`src/rtl/branch_redirect_ctrl_pkg.sv`:
```
// Shared opcode/funct3 encodings and the resolve-register payload used by
// the branch redirect controller and its condition comparator.
package branch_redirect_ctrl_pkg;

  localparam int unsigned XLEN  = 32;
  localparam int unsigned OPC_W = 7;
  localparam int unsigned FNC_W = 3;

  localparam logic [OPC_W-1:0] OPC_BRANCH = 7'b1100011;

  localparam logic [FNC_W-1:0] FNC_BEQ  = 3'b000;
  localparam logic [FNC_W-1:0] FNC_BNE  = 3'b001;
  localparam logic [FNC_W-1:0] FNC_BLT  = 3'b100;
  localparam logic [FNC_W-1:0] FNC_BGE  = 3'b101;
  localparam logic [FNC_W-1:0] FNC_BLTU = 3'b110;
  localparam logic [FNC_W-1:0] FNC_BGEU = 3'b111;

  typedef struct packed {
    logic [OPC_W-1:0] opcode;
    logic [FNC_W-1:0] funct3;
    logic [XLEN-1:0]  rs1_val;
    logic [XLEN-1:0]  rs2_val;
    logic [XLEN-1:0]  pc;
    logic [XLEN-1:0]  imm;
    logic             pred_taken;
  } resolve_t;

endpackage

```
`src/rtl/branch_redirect_ctrl_if.sv`:
```
// EX-stage offer, pipeline control, fetch redirect and statistics bundle.
interface branch_redirect_ctrl_if
  import branch_redirect_ctrl_pkg::*;
#(
  parameter int unsigned CNT_W = 32
);

  logic             br_valid;
  logic             br_ready;
  logic [OPC_W-1:0] opcode;
  logic [FNC_W-1:0] funct3;
  logic [XLEN-1:0]  rs1_val;
  logic [XLEN-1:0]  rs2_val;
  logic [XLEN-1:0]  pc;
  logic [XLEN-1:0]  imm;
  logic             pred_taken;
  logic             flush;
  logic             stall;
  logic             redir_valid;
  logic [XLEN-1:0]  redir_pc;
  logic             redir_ready;
  logic [CNT_W-1:0] n_branch;
  logic [CNT_W-1:0] n_mispred;

  modport master (
    output br_valid, opcode, funct3, rs1_val, rs2_val, pc, imm, pred_taken, redir_ready,
    input  br_ready, flush, stall, redir_valid, redir_pc, n_branch, n_mispred
  );

  modport slave (
    input  br_valid, opcode, funct3, rs1_val, rs2_val, pc, imm, pred_taken, redir_ready,
    output br_ready, flush, stall, redir_valid, redir_pc, n_branch, n_mispred
  );

endinterface

```
`src/rtl/branch_redirect_ctrl_branch_cmp.sv`:
```
// Combinational branch condition evaluator; non-branch opcodes and
// undefined funct3 codes resolve as not taken.
module branch_cmp
  import branch_redirect_ctrl_pkg::*;
(
  input  logic [OPC_W-1:0] opcode_i,
  input  logic [FNC_W-1:0] funct3_i,
  input  logic [XLEN-1:0]  a_i,
  input  logic [XLEN-1:0]  b_i,
  output logic             taken_o
);

  always_comb begin
    taken_o = 1'b0;
    if (opcode_i == OPC_BRANCH) begin
      case (funct3_i)
        FNC_BEQ:  taken_o = (a_i == b_i);
        FNC_BNE:  taken_o = (a_i != b_i);
        FNC_BLT:  taken_o = ($signed(a_i) <  $signed(b_i));
        FNC_BGE:  taken_o = ($signed(a_i) >= $signed(b_i));
        FNC_BLTU: taken_o = (a_i <  b_i);
        FNC_BGEU: taken_o = (a_i >= b_i);
        default:  taken_o = 1'b0;
      endcase
    end
  end

endmodule

```
`src/rtl/branch_redirect_ctrl.sv`:
```
// Resolves EX-stage branches one cycle after capture and, on a mispredict,
// flushes younger stages then hands the corrected PC to fetch.
module branch_redirect_ctrl
  import branch_redirect_ctrl_pkg::*;
#(
  parameter int unsigned FLUSH_CYCLES = 2,
  parameter int unsigned CNT_W        = 32
) (
  input  logic                   clk,
  input  logic                   reset_n,
  branch_redirect_ctrl_if.slave  bus
);

  localparam int unsigned FC_W = 3;

  typedef enum logic [1:0] {
    ST_IDLE,
    ST_RESOLVE,
    ST_FLUSH,
    ST_REDIRECT
  } state_e;

  state_e           state_q;
  resolve_t         res_q;
  logic [FC_W-1:0]  fcnt_q;
  logic             br_ready_q;
  logic             flush_q;
  logic             stall_q;
  logic             redir_valid_q;
  logic [XLEN-1:0]  redir_pc_q;
  logic [CNT_W-1:0] n_branch_q;
  logic [CNT_W-1:0] n_mispred_q;

  logic             taken_c;
  logic             is_branch_c;
  logic             mispred_c;
  logic [XLEN-1:0]  target_c;

  branch_cmp u_cmp (
    .opcode_i (res_q.opcode),
    .funct3_i (res_q.funct3),
    .a_i      (res_q.rs1_val),
    .b_i      (res_q.rs2_val),
    .taken_o  (taken_c)
  );

  // Resolution looks only at the captured instruction, never the live bus.
  assign is_branch_c = (res_q.opcode == OPC_BRANCH);
  assign mispred_c   = is_branch_c && (taken_c != res_q.pred_taken);
  assign target_c    = taken_c ? (res_q.pc + res_q.imm) : (res_q.pc + XLEN'(4));

  always_ff @(posedge clk) begin
    if (!reset_n) begin
      state_q       <= ST_IDLE;
      res_q         <= '0;
      fcnt_q        <= '0;
      br_ready_q    <= 1'b1;
      flush_q       <= 1'b0;
      stall_q       <= 1'b0;
      redir_valid_q <= 1'b0;
      redir_pc_q    <= '0;
      n_branch_q    <= '0;
      n_mispred_q   <= '0;
    end else begin
      case (state_q)
        ST_IDLE: begin
          if (bus.br_valid) begin
            res_q      <= '{opcode:     bus.opcode,
                            funct3:     bus.funct3,
                            rs1_val:    bus.rs1_val,
                            rs2_val:    bus.rs2_val,
                            pc:         bus.pc,
                            imm:        bus.imm,
                            pred_taken: bus.pred_taken};
            state_q    <= ST_RESOLVE;
            br_ready_q <= 1'b0;
            stall_q    <= 1'b1;
          end
        end
        ST_RESOLVE: begin
          if (is_branch_c && (n_branch_q != '1)) begin
            n_branch_q <= n_branch_q + CNT_W'(1);
          end
          if (mispred_c) begin
            if (n_mispred_q != '1) begin
              n_mispred_q <= n_mispred_q + CNT_W'(1);
            end
            state_q    <= ST_FLUSH;
            flush_q    <= 1'b1;
            fcnt_q     <= FC_W'(FLUSH_CYCLES - 1);
            redir_pc_q <= target_c;
          end else begin
            state_q    <= ST_IDLE;
            br_ready_q <= 1'b1;
            stall_q    <= 1'b0;
          end
        end
        ST_FLUSH: begin
          if (fcnt_q == '0) begin
            state_q       <= ST_REDIRECT;
            flush_q       <= 1'b0;
            redir_valid_q <= 1'b1;
          end else begin
            fcnt_q <= fcnt_q - FC_W'(1);
          end
        end
        ST_REDIRECT: begin
          if (bus.redir_ready) begin
            state_q       <= ST_IDLE;
            redir_valid_q <= 1'b0;
            br_ready_q    <= 1'b1;
            stall_q       <= 1'b0;
          end
        end
        default: begin
          state_q <= ST_IDLE;
        end
      endcase
    end
  end

  assign bus.br_ready    = br_ready_q;
  assign bus.flush       = flush_q;
  assign bus.stall       = stall_q;
  assign bus.redir_valid = redir_valid_q;
  assign bus.redir_pc    = redir_pc_q;
  assign bus.n_branch    = n_branch_q;
  assign bus.n_mispred   = n_mispred_q;

endmodule

```
`src/flat_wrapper.sv`:
```
// flat-port wrapper written by rule: the top's interface ports become plain ports
module branch_redirect_ctrl_flat import branch_redirect_ctrl_pkg::*;
#(
  parameter int unsigned FLUSH_CYCLES = 2,
  parameter int unsigned CNT_W        = 32
)
  (clk, reset_n, bus_br_valid, bus_opcode, bus_funct3, bus_rs1_val, bus_rs2_val, bus_pc, bus_imm, bus_pred_taken, bus_redir_ready, bus_br_ready, bus_flush, bus_stall, bus_redir_valid, bus_redir_pc, bus_n_branch, bus_n_mispred);
  branch_redirect_ctrl_if #(.CNT_W(CNT_W)) bus_i ();
  input  logic clk;
  input  logic reset_n;
  input wire logic [$bits(bus_i.br_valid)-1:0] bus_br_valid;
  input wire logic [$bits(bus_i.opcode)-1:0] bus_opcode;
  input wire logic [$bits(bus_i.funct3)-1:0] bus_funct3;
  input wire logic [$bits(bus_i.rs1_val)-1:0] bus_rs1_val;
  input wire logic [$bits(bus_i.rs2_val)-1:0] bus_rs2_val;
  input wire logic [$bits(bus_i.pc)-1:0] bus_pc;
  input wire logic [$bits(bus_i.imm)-1:0] bus_imm;
  input wire logic [$bits(bus_i.pred_taken)-1:0] bus_pred_taken;
  input wire logic [$bits(bus_i.redir_ready)-1:0] bus_redir_ready;
  output wire logic [$bits(bus_i.br_ready)-1:0] bus_br_ready;
  output wire logic [$bits(bus_i.flush)-1:0] bus_flush;
  output wire logic [$bits(bus_i.stall)-1:0] bus_stall;
  output wire logic [$bits(bus_i.redir_valid)-1:0] bus_redir_valid;
  output wire logic [$bits(bus_i.redir_pc)-1:0] bus_redir_pc;
  output wire logic [$bits(bus_i.n_branch)-1:0] bus_n_branch;
  output wire logic [$bits(bus_i.n_mispred)-1:0] bus_n_mispred;
  assign bus_i.br_valid = bus_br_valid;
  assign bus_i.opcode = bus_opcode;
  assign bus_i.funct3 = bus_funct3;
  assign bus_i.rs1_val = bus_rs1_val;
  assign bus_i.rs2_val = bus_rs2_val;
  assign bus_i.pc = bus_pc;
  assign bus_i.imm = bus_imm;
  assign bus_i.pred_taken = bus_pred_taken;
  assign bus_i.redir_ready = bus_redir_ready;
  assign bus_br_ready = bus_i.br_ready;
  assign bus_flush = bus_i.flush;
  assign bus_stall = bus_i.stall;
  assign bus_redir_valid = bus_i.redir_valid;
  assign bus_redir_pc = bus_i.redir_pc;
  assign bus_n_branch = bus_i.n_branch;
  assign bus_n_mispred = bus_i.n_mispred;
  branch_redirect_ctrl #(.FLUSH_CYCLES(FLUSH_CYCLES), .CNT_W(CNT_W)) u_core (.clk(clk), .reset_n(reset_n), .bus(bus_i));
endmodule
```
`config.mk`:
```
export PLATFORM = sky130hd
export DESIGN_NAME = branch_redirect_ctrl_flat
export DESIGN_NICKNAME = d
export VERILOG_FILES = /design/src/rtl/branch_redirect_ctrl_pkg.sv /design/src/rtl/branch_redirect_ctrl_if.sv /design/src/rtl/branch_redirect_ctrl_branch_cmp.sv /design/src/rtl/branch_redirect_ctrl.sv /design/src/flat_wrapper.sv
export SDC_FILE = /design/constraint.sdc
export NUM_CORES = 1
export LEC_CHECK = 0
export ABC_AREA = 1
export CAP_MARGIN = 20
export CORE_UTILIZATION = 54
export DETAILED_ROUTE_END_ITERATION = 6
export MAX_ROUTING_LAYER = met4
export PLACE_DENSITY = 0.89
export REMOVE_ABC_BUFFERS = 1
export SLEW_MARGIN = 20
export SYNTH_ARGS = -nofsm -noshare
export SYNTH_HDL_FRONTEND = slang
export SYNTH_HIERARCHICAL = 1
export SYNTH_SLANG_ARGS = --single-unit
```
`constraint.sdc`:
```
create_clock -name clk -period 3.6 [get_ports clk]
set_input_delay 0.72 -clock clk [delete_from_list [all_inputs] [get_ports clk]]
set_output_delay 0.72 -clock clk [all_outputs]
set_load 0.05 [all_outputs]
```
; ---- Word-level counts from Yosys, hierarchy flattened
; Index checks and enable logic that the tools add are counted.
[word_totals]
ff_bits = 244
input_bits = 143
out_inout_bits = 100
elab_cells = 86
[classes]
n_addsub = 5
order_cmp = 4
eq_ne = 20
n_mux = 24
reduce_logical = 17
[op_table]
columns = cell, count
row1 = 32-bit by 1-bit adder with 32-bit output (second input constant), 2
row2 = 32-bit >= comparator, 2
row3 = 32-bit < comparator, 2
row4 = 32-bit != test (second input constant), 2
row5 = 32-bit by 3-bit adder with 32-bit output (second input constant), 1
row6 = 32-bit adder, 1
row7 = 32-bit == test, 1
row8 = 32-bit two-way mux, 1
row9 = 32-bit != test, 1
row10 = 3-bit AND reduction, 5
row11 = 3-bit == test (second input constant), 4
row12 = 1-bit two-way mux, 10
row13 = 2-bit two-way mux, 4
row14 = 2-bit != test (second input constant), 4
row15 = 2-bit one-hot mux with 4 select lines, 1
row16 = 7-bit == test (second input constant), 1
row17 = 3-bit logical NOT, 2
row18 = 3-bit two-way mux, 2
row19 = 1-bit one-hot mux with 3 select lines, 2
row20 = 1-bit one-hot mux with 6 select lines, 1
row21 = 3-bit one-hot mux with 2 select lines, 1
row22 = 2-bit AND reduction, 3
row23 = 2-bit == test (second input constant), 2
row24 = 2-bit by 1-bit != test with 1-bit output (second input constant), 2
row25 = other kinds (10), 13

; ---- Longest topological paths before layout
[logic_depth]
ltp_word = 7
depth_mapped = 25
mapped_depth_nobuf = 24

; ---- Cells and area by module
; Netlist, hierarchy kept.
[by_module_without_submodules]
columns = mod, instances, cells_each, area_each_um2, seq_area_each_um2
row1 = branch_redirect_ctrl, 1, 2001, 13227.7, 4884.7
row2 = branch_cmp, 1, 179, 1034.7, 0.0

; ---- Worst setup path before layout
; OpenSTA, ideal clock, no wires.
[synth_timing]
kind = reg2reg
startpoint = register u_core/res_q[96] (netlist name)
endpoint = register u_core.n_mispred_q[2], in the netlist u_core/bus.n_mispred[2]
setup_time_ps = 71
t_arrival_ps = 2568
required_time_ps = 3529
path_slack_ps = 961
stages_incl_launch_ff = 20
n_path_buf = 1
period_less_slack_ps = 2639
cell_sequence = dfxtp_1 inv_1 ha_1 a21oi_1 o21a_1 nand2_1 a21oi_2 nand3_1 nand3_1 nand2_1 inv_1 nor2_1 nor2_1 xor2_1 and2_1 nand3_2 inv_2 buf_2 o21ai_0 a21oi_1
[synth_via]
elab_chain_len = 6
word_cells_on_any_way = 11
cone_classes = order compare: 4 / eq/ne: 3 / mux: 2 / reduce/logical: 2
[synth_rtl]
columns = item, line
row1 = start: declaration, branch_redirect_ctrl.sv:24  ; resolve_t res_q;
row2 = start signal: assignment, branch_redirect_ctrl.sv:68  ; res_q <= '{opcode: bus.opcode,
row3 = "32-bit >= comparator, or another cell as far along", branch_redirect_ctrl_branch_cmp.sv:22  ; FNC_BGEU: taken_o = (a_i >= b_i);
row4 = 1-bit one-hot mux with 6 select lines (*), branch_redirect_ctrl_branch_cmp.sv:16  ; case (funct3_i)
row5 = 1-bit two-way mux (*), branch_redirect_ctrl_branch_cmp.sv:15  ; if (opcode_i == OPC_BRANCH) begin
row6 = via u_core.taken_c, branch_redirect_ctrl.sv:34  ; logic taken_c;
row7 = 1-bit != test (*), branch_redirect_ctrl.sv:49  ; assign mispred_c = is_branch_c && (taken_c != res_q.pred_taken);
row8 = 1-bit logical AND (*), branch_redirect_ctrl.sv:49
row9 = 3-bit AND reduction (no line) (*), -
row10 = end signal: assignment, branch_redirect_ctrl.sv:86  ; n_mispred_q <= n_mispred_q + CNT_W'(1);
row11 = end: declaration, branch_redirect_ctrl.sv:32  ; logic [CNT_W-1:0] n_mispred_q;
; Mark *: on every way through the listed nets, which the timed path passes. The rest lies on a longest branch.
; A chain may end at the register's enable or synchronous reset.

; ---- Final worst setup path
[layout_timing]
startpoint = register u_core/res_q[77] (netlist name)
endpoint = register u_core.redir_pc_q[30], in the netlist u_core/bus.redir_pc[30]
[layout_via]
elab_chain_len = 6
word_cells_on_any_way = 12
cone_classes = order compare: 4 / eq/ne: 3 / mux: 3 / reduce/logical: 2
[layout_rtl]
columns = item, line
row1 = "32-bit >= comparator, or another cell as far along", branch_redirect_ctrl_branch_cmp.sv:22
row2 = 1-bit one-hot mux with 6 select lines (*), branch_redirect_ctrl_branch_cmp.sv:16
row3 = 1-bit two-way mux (*), branch_redirect_ctrl_branch_cmp.sv:15
row4 = via u_core.taken_c, branch_redirect_ctrl.sv:34
row5 = 1-bit != test, branch_redirect_ctrl.sv:49
row6 = 1-bit logical AND, branch_redirect_ctrl.sv:49
row7 = 2-bit AND reduction (no line), -
row8 = end signal: assignment, branch_redirect_ctrl.sv:91  ; redir_pc_q <= target_c;
row9 = end: declaration, branch_redirect_ctrl.sv:30  ; logic [XLEN-1:0] redir_pc_q;
; Marked as above.

==> results <==
==> sequential cells by signal, summed over array words and instances (netlist names), named ones only <==
register                cells
u_core/bus.br_ready         1
u_core/bus.flush            1
u_core/bus.n_branch        32
u_core/bus.n_mispred       32
u_core/bus.redir_pc        32
u_core/bus.redir_valid      1
u_core/bus.stall            1
u_core/fcnt_q               3
u_core/res_q              139
u_core/state_q              1
==> layer usage <==
| layer | routed length (microns) | vias up | track usage [%] |
|---|---|---|---|
| met1 | 19820 | 7042 | 42.20 |
| li1 | - | 7485 | - |
| met4 | 2035 | 0 | 14.22 |
| met2 | 22250 | 561 | 58.55 |
| met3 | 2495 | 140 | 3.742 |
| met5 | 0 | - | - |
==> where the power goes <==
| part | internal (mW) | switching, mW | total [mW] |
|---|---|---|---|
| sequential | 2.90 | 0.185 | 3.09 |
| clock | 1.74 | 1.18 | 2.92 |
| combinational | 0.584 | 0.887 | 1.47 |
| total | 5.22 | 2.25 | 7.48 |
==> repair_timing <==
action,in CTS,in global routing
hold buffers,0,0
gates resized for setup,0,4
setup buffers,0,0
endpoints found under the setup margin,0,11
==> tightest hold or removal path, stage by stage, from the launching register on <==
cell and delay, ps:
dfxtp_1 310, nand2_1 60, a21oi_1 60
==> final timing paths <==
| kind | start | end | slack [ps] | cells past startpoint |
|---|---|---|---|---|
| max | u_core/res_q[77] | u_core/bus.redir_pc[30] | 270 | 19 |
| min | u_core/bus.flush | u_core/bus.flush | 470 | 2 |
| max reg2reg | u_core/res_q[77] | u_core/bus.redir_pc[30] | 270 | 19 |
| min reg2reg | u_core/bus.flush | u_core/bus.flush | 470 | 2 |
==> layout by cell type, fill, tap and decap left out, types with 3 or more instances in the layout <==
cell type	count
a21oi_1	182
a21oi_2	3
a31oi_1	10
and2_1	4
buf_12	4
buf_4	10
bufinv_16	4
clkbuf_1	4
clkbuf_16	27
clkbuf_8	3
clkdlybuf4s50_1	241
clkinv_2	10
dfxtp_1	244
ha_1	68
inv_1	205
inv_2	7
nand2_1	478
nand2_2	6
nand3_1	85
nand3b_1	13
nand4_1	28
nor2_1	374
nor2_2	8
nor2_4	3
nor3_1	51
nor3_2	6
nor3b_1	4
nor4_1	8
o21a_1	4
o21ai_0	206
o21bai_1	6
xnor2_1	18
xor2_1	56
==> logic make-up (layout without fill, tap and decap cells) <==
family                   Yosys count  count (layout)
buffers and inverters            299             522
AO/OA/AOI/OAI                    419             419
XOR/XNOR                          74              74
AND/OR/NAND/NOR                 1075            1075
adder cells (fa/ha/maj)           69              69
other                              0               1
flip-flops                       244             244
==> stage by stage <==
| stage | instance area (sq um) | setup slack (ps) | hold slack (ps) |
|---|---|---|---|
| after detailed placement | 16880 | 213.4 | 453.7 |
| after CTS | 17820 | 168.8 | 469.4 |
| after global routing | 17830 | 8.892 | 496.9 |
| after floorplan | 13890 | -1669 | 421.7 |
| final | 17830 | 272.2 | 471.8 |
| after global placement | 16880 | 380.0 | 437.9 |
==> area by class of cell <==
cell class,count,area (sq um)
diodes,1,2.502
fillers,2253,8155
inverters,217,822.0
clock inverters,16,203.9
flip-flops and latches,244,4885
repair buffers,255,2567
clock buffers,34,732.0
well taps,335,419.2
multi-input cells,1637,8198
==> out/qor.yml <==
outcome:
  status: "finished clean"
timing:
  setup_viol: 0
  setup_tns_ps: 0
  tightest_slew_ps: 597.7
  period_share_pct: 92.44
  slew_headroom_pct: 60.03
  drv_slew: 0
  fin_crit_ps: 3328
  skew_ps: 15.33
  rsz0062_at_grt: "no"
  hold_violations: 0
  timing.fmax_mhz: 300.5
die:
  row_count: 59
  initial_utilization_pct: 54.89
  placeableCoreArea_sq_mm: 0.02598
  io_pins: 243
  die-area_sq_mm: 0.02707
  dieWidth_microns: 164.5
  die_y_microns: 164.5
synthesis:
  synth_compound_area_share_pct: 15.16
  synth_adder_area_share_pct: 6.106
  ys_seq_area_share_pct: 34.25
  synth-main-ff-cell: "dfxtp_1"
  synthTopCellsByCount: "nand2_1, nor2_1, dfxtp_1, inv_1, o21ai_0"
  yosys.area.top_type: "dfxtp_1"
  syn_inst: 2180
  synthesis.area_sq_mm: 0.01426
  synthXorXnorAreaFrac_pct: 4.544
  ys_warn_count: 6
  synth_top_family_by_area: "simple AND/OR/NAND/NOR gates"
  ys_ff_latch: 244
  synthMuxAreaShare_pct: 0
  synth_area_leaders: "dfxtp_1, nand2_1, nor2_1"
  avgSynthCellArea_sq_um: 6.542
  ys_types: 44
  synth-edff-count: 0
  synth.most_common_cell: "nand2_1"
  synth-simple-area-share_pct: 31.60
  async_reset_ff_share_pct: 0
  synth_top_area_share_pct: 34.25
detailed_routing:
  viasPerCell: 5.560
  antenna_left: 0
  initialDrtViolationCount: 1239
  wl_per_cell_microns: 17.01
  dr_total_vias: 15230
  routed_wl_mm: 46.60
  first_pass_iters: 6
  drc: 0
job:
  max_cap_viol_count: 0
clock_tree:
  cts_max_level: 1
  cts_sinks: 244
  ctsLongestPathBuffers: 3
  cts_root_buffer: "clkbuf_16"
  clock_latency_ps: 560
  path_clk_slew_ps: 60
  cts_tree: "done"
  numCtsBuffers: 27
placement:
  io_buffers: 242
  dpl.hpwl_mm: 34.97
  dp_cells: 2688
  gp_congestion: 0.9731
global_routing:
  antenna_found_initial: 1
  grt_pass1_wl_mm: 72.72
  track_usage_pct: 34.69
  grt_max_degree: 132
  grt_overflow: 0
  grt_pass1_vias: 14500
setup_path:
  crit_slowest_cell: "buf_4"
  crit_family: "buffers and inverters"
  cp_cell_sequence: "inv_1 > ha_1 > nand2_1 > nor2_1 > nand2_1 > nor2_1 > nand2_2 > o21ai_1 > inv_1 > nand2_1 > inv_1 > nand3_1 > nor2_1 > nor2_2 > buf_4 > clkinv_1 > buf_4 > a21oi_1 > a21oi_1"
  end_kind: "flop"
  worst-path-buf-inv: 6
  cp-start-kind: "flop"
  cpPeakStageDelay_ps: 420
  required_ps: 4030
  cp_max_fo: 29
  cp_data_arrival_time_ps: 3760
  criticalPathCategory: "flop to flop"
power_and_ir_drop:
  p_total_mw: 7.475
  p_per_area_mw_per_mm2: 419.3
  vdd_ir_drop_max_uv: 402.8
  power_leakage_nw: 7.427
final_layout:
  stdcell_count: 2739
  finish.utilization_pct: 68.62
  nNetsFinal: 2594
  final_layout_size_suffix_gt1_share_pct: 4.286
  area_growth_pct: 25.01
worst_hold_path:
  hp-class: "flop to flop"
No activity file was read; power rests on OpenSTA's default activity.
==> edit: new RTL, same flow settings <==
The package constant `XLEN` goes from 32 to 48.
--- a/src/rtl/branch_redirect_ctrl_pkg.sv
+++ b/src/rtl/branch_redirect_ctrl_pkg.sv
@@ -2,7 +2,7 @@
 // the branch redirect controller and its condition comparator.
 package branch_redirect_ctrl_pkg;
 
-  localparam int unsigned XLEN  = 32;
+  localparam int unsigned XLEN  = 48;
   localparam int unsigned OPC_W = 7;
   localparam int unsigned FNC_W = 3;
 
Ports: changed (5 resized); port bits go from 243 to 323. The function was not compared with the original's and may differ.
==> edit against the unedited design <==
  * Synthesized area grew 37%
  * Wire length grew 50%
  * Sequential cell count grew 80
  * Power grew 35%
  * Clock skew grew 3.9 ps
  * Final area grew 37%
  * Via count grew 42%
  * Setup slack lost 7.6 ps
  * Critical path type unchanged
==> edit: results <==
[grt]
use_met1_pct = 47.6
grt_max_degree = 105
gr-usage-all-layers_pct = 38.3
grt_pass1_wl_mm = 107
antenna_found_initial = 3
met3_usage_pct = 5.06
first_global_vias = 20500
use_met2_pct = 61.4

[placement]
placed_cells_incl_taps = 3728
placed_area_um2 = 23100
hpwlAfterDp_mm = 54.0
gp_routability_congestion = 1.07
portBuffers = 322

[synth]
synth_compound_area_share_pct = 16.0
netlist.area_leader.share_pct = 33.2
yosysUniqueCellTypes = 50
netlist_instances = 3032
synthTopCellsByCount = 644 x nand2_1, 536 x nor2_1, 330 x inv_1
ys_seq_area_share_pct = 33.2
synth_fa_ha_area_share_pct = 6.50
yosys-top-cells-area = dfxtp_1 33%, nand2_1 12%, nor2_1 10%
synth_ff_type = dfxtp_1

[setup_path]
path_max_fanout = 25
critPathMaxStageDelay_ps = 360
r2r_cells = 20
path_delay_family = simple AND/OR/NAND/NOR gates
cp.arrival_ps = 3720

[drt]
drtIter0Drc = 2046
met3_wirelength_mm = 6.33
first_pass_iters = 5
met2WireLength_mm = 31.9
finalWirelength_mm = 69.9
wl_met1_mm = 28.2
vias = 21600

[power]
cellLeakagePower_nw = 10.3
peakVddDrop_v = 0.000351

[finish]
drive_above_1_share_pct = 3.78
nets = 3613
largest_reg_flops = 203

[clocking]
htreeDepth = 2
worstSkewPairLatency_ps = 540
cts_made_buffers = 36
clock_tree.buffer_depth = 3

[timing]
skew_ps = 19.3
tightest_slew_ps = 694

[run_status]
outcome = completed

[min_path]
hold_depth = 1
==> edit: path summary, 6_finish.rpt <==
check / startpoint / endpoint / slack [ps]
setup / recovery: u_core/res_q[144] / u_core/bus.n_mispred[19] / 260
hold / removal: u_core/fcnt_q[0] / u_core/fcnt_q[0] / 470
setup reg to reg: u_core/res_q[144] / u_core/bus.n_mispred[19] / 260
hold reg to reg: u_core/fcnt_q[0] / u_core/fcnt_q[0] / 470
==> edit: per-stage QoR <==
stage,util [%],worst slack [ps],hold WS (ps)
floorplan,-,-2850,428
finish,68.4,265,472
global placement,65.0,421,441
CTS,68.3,135,471
detailed placement,65.0,196,461
global route,68.4,57.0,487
==> edit: worst register-to-register path: stages (launching register included) <==
cell	delay, ps
dfxtp_1	340
inv_1	50
ha_1	360
nand2_1	120
nor2_2	150
nand2_2	90
nor3_4	190
nand3_1	190
o21ai_1	160
inv_1	50
nand2_1	80
inv_2	40
nand3_2	60
nor2_2	50
nor2_2	180
xor2_2	230
nor3b_4	270
nand3_4	130
buf_4	260
nand2_1	100
a21oi_1	70
==> edit: logic make-up after synthesis <==
kind of cell | count (synthesis)
simple gates | 1451
compound gates | 610
buf+inv | 450
flops | 324
fa+ha+maj | 101
xor+xnor | 96
==> edit: layout make-up <==
class	instances	area [um2]
antenna	3	7.51
clock buffer	51	1040
clock inverter	12	138
fill	3108	11200
inverter	342	1290
multi-input combinational	2258	11300
sequential	324	6490
tap	461	577
timing repair buffer	343	3470
==> edit: where the power goes <==
group	internal [mW]	switching, mW	leakage (nW)
combinational	0.865	1.39	7.06
clock	2.17	1.54	0.560
sequential	3.88	0.254	2.66
total	6.91	3.19	10.3
